File: src/rtl/rr_resource_arbiter_if.sv
// Request/grant bundle between requester front-ends and rr_resource_arbiter.
//   req      per-requester level request
//   rel      owner's one-cycle release strobe
//   gnt      one-hot grant
//   gnt_id   binary index of the current owner
//   busy     resource owned
//   preempt  one-cycle pulse when a grant is revoked by hold timeout
// master: requester side, slave: arbiter side.
interface rr_resource_arbiter_if #(
  parameter int unsigned N = 4
);
  localparam int unsigned ID_W = (N > 1) ? $clog2(N) : 1;

  logic [N-1:0]    req;
  logic            rel;
  logic [N-1:0]    gnt;
  logic [ID_W-1:0] gnt_id;
  logic            busy;
  logic            preempt;

  modport master (
    output req,
    output rel,
    input  gnt,
    input  gnt_id,
    input  busy,
    input  preempt
  );

  modport slave (
    input  req,
    input  rel,
    output gnt,
    output gnt_id,
    output busy,
    output preempt
  );
endinterface

File: src/rtl/rr_resource_arbiter.sv
// Round-robin arbiter sharing one resource among N requesters.
// A grant is held until the owner pulses rel, drops its req, or has held it for
// MAX_HOLD cycles while another requester waits (MAX_HOLD = 0 disables the limit).
// After a grant ends the arbiter spends TURNAROUND cycles in GAP, then one cycle
// in IDLE where arbitration is evaluated, so gnt is low for TURNAROUND + 1 cycles.
// Ports:
//   clk    system clock, rising edge
//   rst_n  asynchronous active-low reset
//   bus    slave side of rr_resource_arbiter_if (req, rel in; gnt, gnt_id, busy,
//          preempt out)
module rr_resource_arbiter #(
  parameter int unsigned N          = 4,
  parameter int unsigned MAX_HOLD   = 16,
  parameter int unsigned TURNAROUND = 1
) (
  input logic                  clk,
  input logic                  rst_n,
  rr_resource_arbiter_if.slave bus
);
  localparam int unsigned ID_W  = (N > 1) ? $clog2(N) : 1;
  localparam int unsigned HoldW = (MAX_HOLD > 0) ? $clog2(MAX_HOLD + 1) : 1;
  localparam int unsigned GapW  = (TURNAROUND > 0) ? $clog2(TURNAROUND + 1) : 1;

  typedef enum logic [1:0] {StIdle, StBusy, StGap} state_e;

  state_e          state_q, state_d;
  logic [N-1:0]    gnt_q, gnt_d;
  logic [ID_W-1:0] id_q, id_d;
  logic [ID_W-1:0] last_q, last_d;
  logic [HoldW-1:0] hold_q, hold_d;
  logic [GapW-1:0] gap_q, gap_d;
  logic            preempt_q, preempt_d;

  logic            win_found;
  logic [ID_W-1:0] win_id;
  logic            owner_req;
  logic            hold_hit;

  // First requester at or after last+1, wrapping.
  always_comb begin
    int unsigned idx;
    idx       = 0;
    win_found = 1'b0;
    win_id    = '0;
    for (int unsigned i = 1; i <= N; i++) begin
      idx = (32'(last_q) + i) % N;
      if (!win_found && bus.req[idx]) begin
        win_found = 1'b1;
        win_id    = ID_W'(idx);
      end
    end
  end

  assign owner_req = bus.req[id_q];
  // ">=" so a saturated counter still times out once someone starts waiting.
  assign hold_hit  = (MAX_HOLD > 0) && (hold_q >= HoldW'(MAX_HOLD - 1)) &&
                     (|(bus.req & ~gnt_q));

  always_comb begin
    state_d   = state_q;
    gnt_d     = gnt_q;
    id_d      = id_q;
    last_d    = last_q;
    hold_d    = hold_q;
    gap_d     = gap_q;
    preempt_d = 1'b0;
    unique case (state_q)
      StIdle: begin
        if (win_found) begin
          gnt_d         = '0;
          gnt_d[win_id] = 1'b1;
          id_d          = win_id;
          hold_d        = '0;
          state_d       = StBusy;
        end
      end
      StBusy: begin
        if (hold_q != HoldW'(MAX_HOLD)) begin
          hold_d = hold_q + HoldW'(1);
        end
        if (bus.rel || !owner_req || hold_hit) begin
          gnt_d     = '0;
          last_d    = id_q;
          hold_d    = '0;
          gap_d     = '0;
          // Release or a dropped request take precedence over the timeout.
          preempt_d = !bus.rel && owner_req;
          state_d   = (TURNAROUND > 0) ? StGap : StIdle;
        end
      end
      StGap: begin
        if (gap_q == GapW'(TURNAROUND - 1)) begin
          state_d = StIdle;
        end else begin
          gap_d = gap_q + GapW'(1);
        end
      end
      default: state_d = StIdle;
    endcase
  end

  always_ff @(posedge clk or negedge rst_n) begin
    if (!rst_n) begin
      state_q   <= StIdle;
      gnt_q     <= '0;
      id_q      <= '0;
      last_q    <= ID_W'(N - 1);
      hold_q    <= '0;
      gap_q     <= '0;
      preempt_q <= 1'b0;
    end else begin
      state_q   <= state_d;
      gnt_q     <= gnt_d;
      id_q      <= id_d;
      last_q    <= last_d;
      hold_q    <= hold_d;
      gap_q     <= gap_d;
      preempt_q <= preempt_d;
    end
  end

  assign bus.gnt     = gnt_q;
  assign bus.gnt_id  = id_q;
  assign bus.busy    = |gnt_q;
  assign bus.preempt = preempt_q;

`ifndef SYNTHESIS
  a_onehot: assert property (@(posedge clk) disable iff (!rst_n) $onehot0(gnt_q));
  a_busy:   assert property (@(posedge clk) disable iff (!rst_n) bus.busy == |gnt_q);
  a_id:     assert property (@(posedge clk) disable iff (!rst_n) bus.busy |-> gnt_q[id_q]);
`endif
endmodule

File: src/flat_wrapper.sv
// flat-port wrapper written by rule: the top's interface ports become plain ports
module rr_resource_arbiter_flat 
#(
  parameter int unsigned N          = 4,
  parameter int unsigned MAX_HOLD   = 16,
  parameter int unsigned TURNAROUND = 1
)
  (clk, rst_n, bus_req, bus_rel, bus_gnt, bus_gnt_id, bus_busy, bus_preempt);
  rr_resource_arbiter_if #(.N(N)) bus_i ();
  input logic clk;
  input logic rst_n;
  input wire logic [$bits(bus_i.req)-1:0] bus_req;
  input wire logic [$bits(bus_i.rel)-1:0] bus_rel;
  output wire logic [$bits(bus_i.gnt)-1:0] bus_gnt;
  output wire logic [$bits(bus_i.gnt_id)-1:0] bus_gnt_id;
  output wire logic [$bits(bus_i.busy)-1:0] bus_busy;
  output wire logic [$bits(bus_i.preempt)-1:0] bus_preempt;
  assign bus_i.req = bus_req;
  assign bus_i.rel = bus_rel;
  assign bus_gnt = bus_i.gnt;
  assign bus_gnt_id = bus_i.gnt_id;
  assign bus_busy = bus_i.busy;
  assign bus_preempt = bus_i.preempt;
  rr_resource_arbiter #(.N(N), .MAX_HOLD(MAX_HOLD), .TURNAROUND(TURNAROUND)) u_core (.clk(clk), .rst_n(rst_n), .bus(bus_i));
endmodule
File: config.mk
export PLATFORM = sky130hd
export DESIGN_NAME = rr_resource_arbiter_flat
export DESIGN_NICKNAME = d
export VERILOG_FILES = /design/src/rtl/rr_resource_arbiter_if.sv /design/src/rtl/rr_resource_arbiter.sv /design/src/flat_wrapper.sv
export SDC_FILE = /design/constraint.sdc
export NUM_CORES = 1
export LEC_CHECK = 0
export ABC_AREA = 1
export CELL_PAD_IN_SITES_DETAIL_PLACEMENT = 1
export CELL_PAD_IN_SITES_GLOBAL_PLACEMENT = 1
export CORE_UTILIZATION = 41
export CTS_BUF_LIST = sky130_fd_sc_hd__clkbuf_16
export DETAILED_ROUTE_END_ITERATION = 16
export PLACE_DENSITY = 0.78
export SLEW_MARGIN = 40
export SYNTH_ARGS = -nofsm -noshare
export SYNTH_HDL_FRONTEND = slang
export SYNTH_SLANG_ARGS = --single-unit
File: constraint.sdc
create_clock -name clk -period 1.8 [get_ports clk]
set_input_delay 0.54 -clock clk [delete_from_list [all_inputs] [get_ports clk]]
set_output_delay 0.54 -clock clk [all_outputs]
set_load 0.02 [all_outputs]
==> metrics.txt, run 1 <==
# TYPE chip_impl_metric gauge
chip_impl_metric{name="detail_route.drc_violations",unit=""} 0
chip_impl_metric{name="clock-sinks",unit=""} 16
chip_impl_metric{name="max_freq",unit="GHz"} 0.559
chip_impl_metric{name="warning_count_from_the_yosys_run",unit=""} 0
chip_impl_metric{name="routed_wl",unit="um"} 4100
chip_impl_metric{name="synth_xor_area_share",unit="%"} 0.676
chip_impl_metric{name="basic_gate_share_of_the_synthesized_area_counting_and_or_nand_and_nor_cells",unit="%"} 48.1
chip_impl_metric{name="cell_internal_pwr",unit="uW"} 1620
chip_impl_metric{name="rr_worst_depth",unit=""} 12
chip_impl_metric{name="power_per_cell_area",unit="nW/um2"} 1820
chip_impl_metric{name="period_share",unit="%"} 99.4
chip_impl_metric{name="crit_required",unit="ns"} 1.94
chip_impl_metric{name="postSynthCellCount",unit=""} 167
chip_impl_info{name="crit_path_start_kind",value="flop"} 1
chip_impl_metric{name="via_count",unit=""} 1248
chip_impl_metric{name="post_synth_fa_ha_maj_area_fraction",unit="%"} 2.90
chip_impl_info{name="crit-reg2reg-capture",value="u_core.bus.gnt[0]$_DFFE_PN0P_"} 1
chip_impl_info{name="hold_path.class",value="input port to asynchronous set/reset pin"} 1
chip_impl_metric{name="floorplan_die_area",unit="um2"} 3390
chip_impl_metric{name="r2r_setup_slack",unit="ns"} 0.01
chip_impl_metric{name="p_switching",unit="uW"} 1630
chip_impl_info{name="dominant_combinational_cell_family_by_area_after_synthesis",value="simple AND/OR/NAND/NOR gates"} 1
chip_impl_metric{name="numPortBuffers",unit=""} 14
chip_impl_metric{name="fp.dieW",unit="um"} 58.2
chip_impl_metric{name="finalSetupViolCount",unit=""} 0
chip_impl_metric{name="post_layout_nonfiller_instances",unit=""} 246
chip_impl_metric{name="mappedNetlistArea",unit="um2"} 1290
chip_impl_metric{name="timing_hold_violations_final",unit=""} 0
chip_impl_metric{name="grt_pass1_wl",unit="um"} 6220
chip_impl_metric{name="route.detailed.vias_per_inst",unit=""} 5.07
chip_impl_metric{name="slew_worst_pin",unit="ns"} 0.475
chip_impl_info{name="synth_area_leaders",value="sky130_fd_sc_hd__dfrtp_1 (27%), sky130_fd_sc_hd__nand2_1 (14%), sky130_fd_sc_hd__nand2_4 (12%)"} 1
chip_impl_metric{name="antenna_found_initial",unit=""} 0
chip_impl_info{name="reg2reg_from",value="u_core.last_q[0]$_DFFE_PN1P_"} 1
chip_impl_metric{name="clk-insertion-delay-late",unit="ns"} 0.25
chip_impl_metric{name="detailedPlacementHpwl",unit="um"} 2850
chip_impl_metric{name="wl_per_cell",unit="um"} 16.7
chip_impl_info{name="worst_setup_path_startpoint",value="u_core.last_q[0]$_DFFE_PN1P_"} 1
chip_impl_info{name="worstSetupPathType",value="flop to flop"} 1
chip_impl_info{name="layout_common_cells",value="sky130_fd_sc_hd__nand2_1 (35), sky130_fd_sc_hd__nand2_2 (18), sky130_fd_sc_hd__nand3_1 (16)"} 1
chip_impl_metric{name="share_comb_of_total_power",unit="%"} 68.6
chip_impl_metric{name="floorplan.initialDensity",unit="%"} 42.8
chip_impl_info{name="tritoncts_clock_tree",value="yes"} 1
chip_impl_metric{name="global_route_usage_over_all_layers",unit="%"} 24.9
chip_impl_metric{name="setup_tns",unit="ns"} 0
chip_impl_metric{name="slew_viol_final",unit=""} 0
chip_impl_metric{name="ratio_of_cells_with_drive_above_1_in_the_final_layout",unit="%"} 41.1
chip_impl_metric{name="htree_levels",unit=""} 1
chip_impl_metric{name="number_of_global_route_vias_before_repair",unit=""} 1301
chip_impl_metric{name="worst-endpoint-arrival",unit="ns"} 1.92
chip_impl_metric{name="clk_pin_slew",unit="ns"} 0.05
chip_impl_metric{name="global_route.overflow_total",unit=""} 0
chip_impl_metric{name="cts-buffers-inserted",unit=""} 3
chip_impl_info{name="root_buffer",value="sky130_fd_sc_hd__clkbuf_16"} 1
chip_impl_info{name="netlist.top_cell.by_area",value="sky130_fd_sc_hd__dfrtp_1"} 1
chip_impl_metric{name="cts-hold-fix-buffers",unit=""} 0
chip_impl_metric{name="swShare",unit="%"} 50.2
chip_impl_metric{name="grt_start_max_net_pins",unit=""} 12
chip_impl_metric{name="synth_seq_cells",unit=""} 16
chip_impl_metric{name="vdd_ir_drop_max",unit="V"} 0.000867
chip_impl_metric{name="rows",unit=""} 20
chip_impl_metric{name="post_synth.cell_area_avg",unit="um2"} 7.75
chip_impl_metric{name="critical_path_peak_fanout",unit=""} 6
chip_impl_metric{name="synth_compound_area_share",unit="%"} 6.18
chip_impl_metric{name="drv.max_cap_violation_count",unit=""} 0
chip_impl_metric{name="numPlacedInstances",unit=""} 235
chip_impl_metric{name="seq_power_share",unit="%"} 17.8
chip_impl_metric{name="core-area",unit="um2"} 3030
chip_impl_metric{name="synth_top_area_share",unit="%"} 27.1
chip_impl_metric{name="synthDistinctLibCells",unit=""} 31
chip_impl_metric{name="io-pin-count",unit=""} 15
chip_impl_metric{name="place_congestion",unit=""} 0.897
chip_impl_metric{name="maxSlewHeadroom",unit="%"} 68.1
chip_impl_metric{name="timing.final.crit_period",unit="ns"} 1.79
chip_impl_info{name="run_status",value="finished, final reports clean"} 1
chip_impl_metric{name="drtAntennaViolNets",unit=""} 0
chip_impl_info{name="setup_repair_after_global_routing_missed_its_margin",value="yes"} 1
chip_impl_metric{name="p_clk_share",unit="%"} 13.6
chip_impl_metric{name="final.setup_skew",unit="ns"} 0.00323
chip_impl_metric{name="power_leakage",unit="uW"} 0.000911
chip_impl_info{name="final_common_cell",value="sky130_fd_sc_hd__nand2_1"} 1
chip_impl_metric{name="finalHoldWorstSlack",unit="ns"} 0.556
chip_impl_metric{name="die_height",unit="um"} 58.2
chip_impl_metric{name="yosysSeqAreaShare",unit="%"} 31.1
chip_impl_metric{name="final_nets",unit=""} 213
chip_impl_metric{name="synth.mux.area_fraction",unit="%"} 0
chip_impl_metric{name="syn-num-nets",unit=""} 177
chip_impl_metric{name="cts-root-to-sink-buffers",unit=""} 2
chip_impl_metric{name="detailedRoute.firstIterationViolations",unit=""} 54
chip_impl_info{name="timing.critical_path.to_type",value="flop"} 1
chip_impl_metric{name="dr.pass1.iters",unit=""} 4
chip_impl_metric{name="antennaDiodeCount",unit=""} 0
chip_impl_metric{name="flow.area_growth_from_synthesis",unit="%"} 38.1
-- cells by family (layout without fill, tap and decap cells) --
| family | after synthesis | count (layout) |
|---|---|---|
| and+or+nand+nor | 109 | 109 |
| buffers and inverters | 26 | 61 |
| DFF | 16 | 16 |
| AOI/OAI and AO/OA | 12 | 12 |
| adders and majority gates | 3 | 3 |
| xor gates and xnor gates | 1 | 1 |
-- worst max-delay path, cell delays in order (launching register included) --
cell                      delay (ns)
sky130_fd_sc_hd__dfstp_2        0.57
sky130_fd_sc_hd__buf_12         0.14
sky130_fd_sc_hd__inv_8          0.05
sky130_fd_sc_hd__nand2_2        0.07
sky130_fd_sc_hd__nand2_4        0.06
sky130_fd_sc_hd__nand2_4        0.08
sky130_fd_sc_hd__nand2_4        0.07
sky130_fd_sc_hd__nor2_8         0.11
sky130_fd_sc_hd__nand4_1        0.15
sky130_fd_sc_hd__nand2_2        0.17
sky130_fd_sc_hd__inv_1          0.08
sky130_fd_sc_hd__nand3_1        0.08
sky130_fd_sc_hd__nand2_1        0.05
-- metal layers --
layer / vias up / global-route usage (%) / wire length, um / part of all wire (%)
li1: 601 / - / - / -
met4: 0 / 8.84 / 136 / 3.3
met2: 31 / 44.8 / 2130 / 52
met1: 603 / 30.0 / 1710 / 42
met5: - / 0 / 0 / 0
met3: 13 / 3.57 / 121 / 2.9
-- registers in the layout, summed over array words and instances, names as in the netlist --
register / count
u_core.bus.gnt_id: 2
u_core.state_q: 2
u_core.bus.preempt: 1
u_core.bus.gnt: 4
u_core.last_q: 2
u_core.hold_q: 5
-- area by class of cell --
| class | instances | area (um2) |
|---|---|---|
| Timing Repair inverter | 1 | 6.26 |
| Inverter | 23 | 93.8 |
| Timing Repair Buffer | 33 | 308 |
| Fill cell | 376 | 1240 |
| Tap cell | 44 | 55.1 |
| Clock buffer | 3 | 75.1 |
| Multi-Input combinational cell | 125 | 843 |
| Sequential cell | 16 | 403 |
| Clock inverter | 1 | 3.75 |
-- what timing repair did --
item                                    CTS  global route
endpoints found under the setup margin   19            14
gates resized for setup                  17            30
gates cloned                              0             1
setup buffers                             0             6
pin swaps                                 5            14
-- power by group through the flow --
stage / sequential (uW) / clock, uW / combinational [uW]
floorplan: 622 / 0 / 1360
global placement: 603 / 0 / 1750
detailed placement: 608 / 0 / 1820
CTS: 603 / 449 / 1830
global route: 588 / 464 / 2420
finish: 578 / 443 / 2230
-- metrics by stage --
stage | total power (uW) | setup slack, ns | utilization, % | area [um2]
floorplan | 1990 | 0.177 | - | 1290
global placement | 2350 | -0.410 | 50.7 | 1540
detailed placement | 2420 | -0.474 | 50.7 | 1540
CTS | 2890 | 0.00188 | 53.7 | 1630
global route | 3480 | -0.0909 | 59.0 | 1790
finish | 3250 | 0.0115 | 59.0 | 1790
-- cell usage after synthesis --
cell type,instances
sky130_fd_sc_hd__nand2_1,49
sky130_fd_sc_hd__nand3_1,20
sky130_fd_sc_hd__inv_1,17
sky130_fd_sc_hd__dfrtp_1,14
sky130_fd_sc_hd__nand2_4,14
sky130_fd_sc_hd__nor2_1,10
sky130_fd_sc_hd__nand2_2,6
sky130_fd_sc_hd__inv_2,4
sky130_fd_sc_hd__ha_1,3
sky130_fd_sc_hd__nand4_1,3
sky130_fd_sc_hd__buf_12,2
sky130_fd_sc_hd__dfstp_2,2
sky130_fd_sc_hd__o211ai_1,2
sky130_fd_sc_hd__o21ai_0,2
sky130_fd_sc_hd__o21ai_1,2
sky130_fd_sc_hd__o21ai_2,2
sky130_fd_sc_hd__a21boi_1,1
sky130_fd_sc_hd__a21oi_1,1
sky130_fd_sc_hd__a21oi_2,1
sky130_fd_sc_hd__buf_6,1
sky130_fd_sc_hd__clkinv_1,1
sky130_fd_sc_hd__inv_6,1
sky130_fd_sc_hd__nand3b_1,1
sky130_fd_sc_hd__nand3b_4,1
sky130_fd_sc_hd__nand4_4,1
sky130_fd_sc_hd__nor2_2,1
sky130_fd_sc_hd__nor2_8,1
sky130_fd_sc_hd__nor3_1,1
sky130_fd_sc_hd__nor3b_1,1
sky130_fd_sc_hd__o22ai_1,1
sky130_fd_sc_hd__xnor2_1,1
-- how the worst max path moves through the flow --
stage               cells past startpoint  slack (ns)                       endpoint
global placement                        9       -0.41   u_core.hold_q[1]$_DFFE_PN0P_
floorplan                              13        0.18  u_core.bus.gnt[2]$_DFFE_PN0P_
CTS                                    12       0.002   u_core.hold_q[3]$_DFFE_PN0P_
finish                                 12        0.01  u_core.bus.gnt[0]$_DFFE_PN0P_
detailed placement                      9       -0.47   u_core.hold_q[2]$_DFFE_PN0P_
global route                           12       -0.09  u_core.bus.gnt[1]$_DFFE_PN0P_
Power figures use the tool's default switching activity.
==> run 2: changes to the inputs <==
REMOVE_ABC_BUFFERS = 1   (was default)
==> metrics.txt, run 2 (synthesis results as in run 1) <==
# TYPE chip_impl_metric gauge
chip_impl_metric{name="wl_per_cell",unit="um"} 15.3
chip_impl_metric{name="grt_start_max_net_pins",unit=""} 17
chip_impl_metric{name="critical_path_buf_inv_count",unit=""} 1
chip_impl_metric{name="cts-root-to-sink-buffers",unit=""} 2
chip_impl_metric{name="dr.pass1.iters",unit=""} 4
chip_impl_metric{name="detail_route.drc_violations",unit=""} 0
chip_impl_info{name="timing.critical_path.to_type",value="primary output"} 1
chip_impl_metric{name="dr_wl_met3",unit="um"} 59
chip_impl_metric{name="flow.area_growth_from_synthesis",unit="%"} 31.6
chip_impl_metric{name="number_of_global_route_vias_before_repair",unit=""} 1361
chip_impl_metric{name="timing.critical_path.slowest_cell_delay",unit="ns"} 0.42
chip_impl_metric{name="timing_hold_violations_final",unit=""} 0
chip_impl_metric{name="p_clk_share",unit="%"} 14.3
chip_impl_metric{name="io-pin-count",unit=""} 15
chip_impl_metric{name="drtAntennaViolNets",unit=""} 0
chip_impl_metric{name="rr_worst_depth",unit=""} 12
chip_impl_info{name="tritoncts_clock_tree",value="yes"} 1
chip_impl_metric{name="route.met2.wl",unit="um"} 1950
chip_impl_metric{name="vdd_ir_drop_max",unit="V"} 0.00114
chip_impl_metric{name="via_count",unit=""} 1196
chip_impl_metric{name="max_freq",unit="GHz"} 0.569
chip_impl_metric{name="seq_power_share",unit="%"} 19.6
chip_impl_metric{name="cts-buffers-inserted",unit=""} 3
chip_impl_metric{name="route.detailed.vias_per_inst",unit=""} 5.00
chip_impl_metric{name="numPlacedInstances",unit=""} 233
chip_impl_metric{name="cell_internal_pwr",unit="uW"} 1480
chip_impl_metric{name="clock-sinks",unit=""} 16
chip_impl_metric{name="finalSetupViolCount",unit=""} 0
chip_impl_metric{name="global_route.overflow_total",unit=""} 0
chip_impl_metric{name="worst-endpoint-arrival",unit="ns"} 1.22
chip_impl_metric{name="numPortBuffers",unit=""} 14
chip_impl_metric{name="fp.dieW",unit="um"} 58.2
chip_impl_metric{name="global_route_usage_over_all_layers",unit="%"} 23.7
chip_impl_info{name="run_status",value="finished, final reports clean"} 1
chip_impl_metric{name="antenna_found_initial",unit=""} 0
chip_impl_metric{name="share_comb_of_total_power",unit="%"} 66.1
chip_impl_metric{name="power_leakage",unit="uW"} 0.000880
chip_impl_metric{name="floorplan.initialDensity",unit="%"} 42.8
chip_impl_info{name="hold_path.class",value="flop to flop"} 1
chip_impl_metric{name="final.setup.worst_slack",unit="ns"} 0.0440
chip_impl_metric{name="clk-insertion-delay-late",unit="ns"} 0.25
chip_impl_metric{name="post_layout_nonfiller_instances",unit=""} 239
chip_impl_info{name="worstSetupPathType",value="flop to primary output"} 1
chip_impl_metric{name="slew_viol_final",unit=""} 0
chip_impl_metric{name="hold_path_depth",unit=""} 2
chip_impl_metric{name="routed_wl",unit="um"} 3670
chip_impl_metric{name="drv.max_cap_violation_count",unit=""} 0
chip_impl_metric{name="final_nets",unit=""} 206
chip_impl_metric{name="routedLengthMet1",unit="um"} 1600
chip_impl_metric{name="ratio_of_cells_with_drive_above_1_in_the_final_layout",unit="%"} 33.8
chip_impl_metric{name="power_per_cell_area",unit="nW/um2"} 1780
chip_impl_metric{name="rows",unit=""} 20
chip_impl_metric{name="detailedPlacementHpwl",unit="um"} 2800
chip_impl_metric{name="core-area",unit="um2"} 3030
chip_impl_info{name="cell_with_the_largest_stage_delay_on_the_worst_path",value="sky130_fd_sc_hd__dfrtp_1"} 1
chip_impl_metric{name="slew_worst_pin",unit="ns"} 0.401
chip_impl_info{name="layout_common_cells",value="sky130_fd_sc_hd__nand2_1 (41), sky130_fd_sc_hd__nand3_1 (17), sky130_fd_sc_hd__inv_1 (15)"} 1
chip_impl_metric{name="count_of_cell_instances_traversed_by_the_critical_path",unit=""} 3
chip_impl_info{name="top_register",value="u_core.hold_q"} 1
chip_impl_metric{name="largest_register_ffs",unit=""} 5
chip_impl_metric{name="floorplan_die_area",unit="um2"} 3390
chip_impl_info{name="root_buffer",value="sky130_fd_sc_hd__clkbuf_16"} 1
chip_impl_info{name="maxUsedRoutingLayer",value="met4"} 1
chip_impl_metric{name="place_congestion",unit=""} 0.818
chip_impl_metric{name="htree_levels",unit=""} 1
chip_impl_metric{name="clk_pin_slew",unit="ns"} 0.05
chip_impl_info{name="final_common_cell",value="sky130_fd_sc_hd__nand2_1"} 1
chip_impl_metric{name="swShare",unit="%"} 51.3
chip_impl_metric{name="maxSlewHeadroom",unit="%"} 73.1
chip_impl_metric{name="antennaDiodeCount",unit=""} 0
chip_impl_metric{name="detailedRoute.firstIterationViolations",unit=""} 13
chip_impl_info{name="critical-path-top-delay-family",value="flip-flops"} 1
chip_impl_metric{name="p_switching",unit="uW"} 1560
chip_impl_info{name="timing.critical_path.cells",value="nor2_1 > nand3_1 > clkdlybuf4s15_1"} 1
chip_impl_info{name="crit_path_start_kind",value="flop"} 1
chip_impl_metric{name="timing.final.crit_period",unit="ns"} 1.76
chip_impl_metric{name="post-place-ws",unit="ns"} -0.385
chip_impl_metric{name="critical_path_peak_fanout",unit=""} 4
chip_impl_metric{name="final.setup_skew",unit="ns"} 0.000394
chip_impl_metric{name="cts-hold-fix-buffers",unit=""} 0
chip_impl_metric{name="period_share",unit="%"} 97.6
chip_impl_metric{name="die_height",unit="um"} 58.2
chip_impl_metric{name="crit_required",unit="ns"} 1.26
chip_impl_metric{name="grt_pass1_wl",unit="um"} 6070
chip_impl_metric{name="setup_tns",unit="ns"} 0
## run 2: changes by cell type in the layout (fill, tap and decap cells not counted), moves of 2 or more
cell,delta
sky130_fd_sc_hd__nand2_2,-5
sky130_fd_sc_hd__nand3_2,-2
sky130_fd_sc_hd__nand2_1,+6
sky130_fd_sc_hd__nor2_1,+2
sky130_fd_sc_hd__buf_12,-2
sky130_fd_sc_hd__nor2_2,-4
sky130_fd_sc_hd__nor2_4,+2
sky130_fd_sc_hd__buf_4,-4
## run 2: layout make-up
type / instances / area (um2)
Fill cell: 354 / 1320
Inverter: 23 / 91.3
Clock buffer: 3 / 75.1
Timing Repair Buffer: 27 / 245
Sequential cell: 16 / 403
Clock inverter: 1 / 3.75
Multi-Input combinational cell: 125 / 831
Tap cell: 44 / 55.1
## run 2: final timing paths
path / start / to / slack [ns]
setup / recovery: u_core.bus.gnt[0]$_DFFE_PN0P_ / bus_busy / 0.04
hold / removal: u_core.hold_q[3]$_DFFE_PN0P_ / u_core.hold_q[3]$_DFFE_PN0P_ / 0.57
setup reg to reg: u_core.last_q[0]$_DFFE_PN1P_ / u_core.hold_q[2]$_DFFE_PN0P_ / 0.07
hold reg to reg: u_core.hold_q[3]$_DFFE_PN0P_ / u_core.hold_q[3]$_DFFE_PN0P_ / 0.57
max in group asynchronous: rst_n / u_core.last_q[0]$_DFFE_PN1P_ / 0.92
min in group asynchronous: rst_n / u_core.bus.gnt[2]$_DFFE_PN0P_ / 0.63
## run 2: timing repair
action / CTS / global route
resized for setup: 17 / 20
pin swaps: 4 / 8
setup buffers: 1 / 1
endpoints found under the setup margin: 19 / 16
## run 2: power by group through the flow
stage	logic, uW	registers, uW	clock network [uW]
6_report	2010	595	434
5_1_grt	2180	605	456
4_1_cts	1900	592	438
3_5_place_dp	1810	614	0
3_3_place_gp	1720	607	0
2_1_floorplan	1210	660	0
## run 2: worst reg2reg max path, stage by stage, from the launching register on
cell                       delay, ns
sky130_fd_sc_hd__dfstp_2        0.59
sky130_fd_sc_hd__buf_6          0.15
sky130_fd_sc_hd__nand2_1        0.08
sky130_fd_sc_hd__nand2_4        0.10
sky130_fd_sc_hd__nand2_4        0.06
sky130_fd_sc_hd__nand2_4        0.10
sky130_fd_sc_hd__nor2_8         0.06
sky130_fd_sc_hd__nand3b_4       0.11
sky130_fd_sc_hd__nand2_4        0.06
sky130_fd_sc_hd__nand2_4        0.09
sky130_fd_sc_hd__nand2_4        0.08
sky130_fd_sc_hd__nand2_1        0.08
sky130_fd_sc_hd__nand2_1        0.05
## run 2: stage by stage
| step | cell area, um2 | util [%] | total power (uW) | hold slack [ns] |
|---|---|---|---|---|
| global placement | 1520 | 50.2 | 2330 | 0.518 |
| finish | 1700 | 56.3 | 3030 | 0.565 |
| CTS | 1620 | 53.6 | 2930 | 0.544 |
| global route | 1700 | 56.3 | 3240 | 0.596 |
| floorplan | 1240 | - | 1870 | 0.244 |
| detailed placement | 1520 | 50.2 | 2420 | 0.533 |
## run 2: per-layer routing
layer,GRT usage (%),vias to the layer above
met5,0,-
met4,6.12,0
met3,2.68,8
met2,44.5,16
met1,28.5,589
li1,-,583
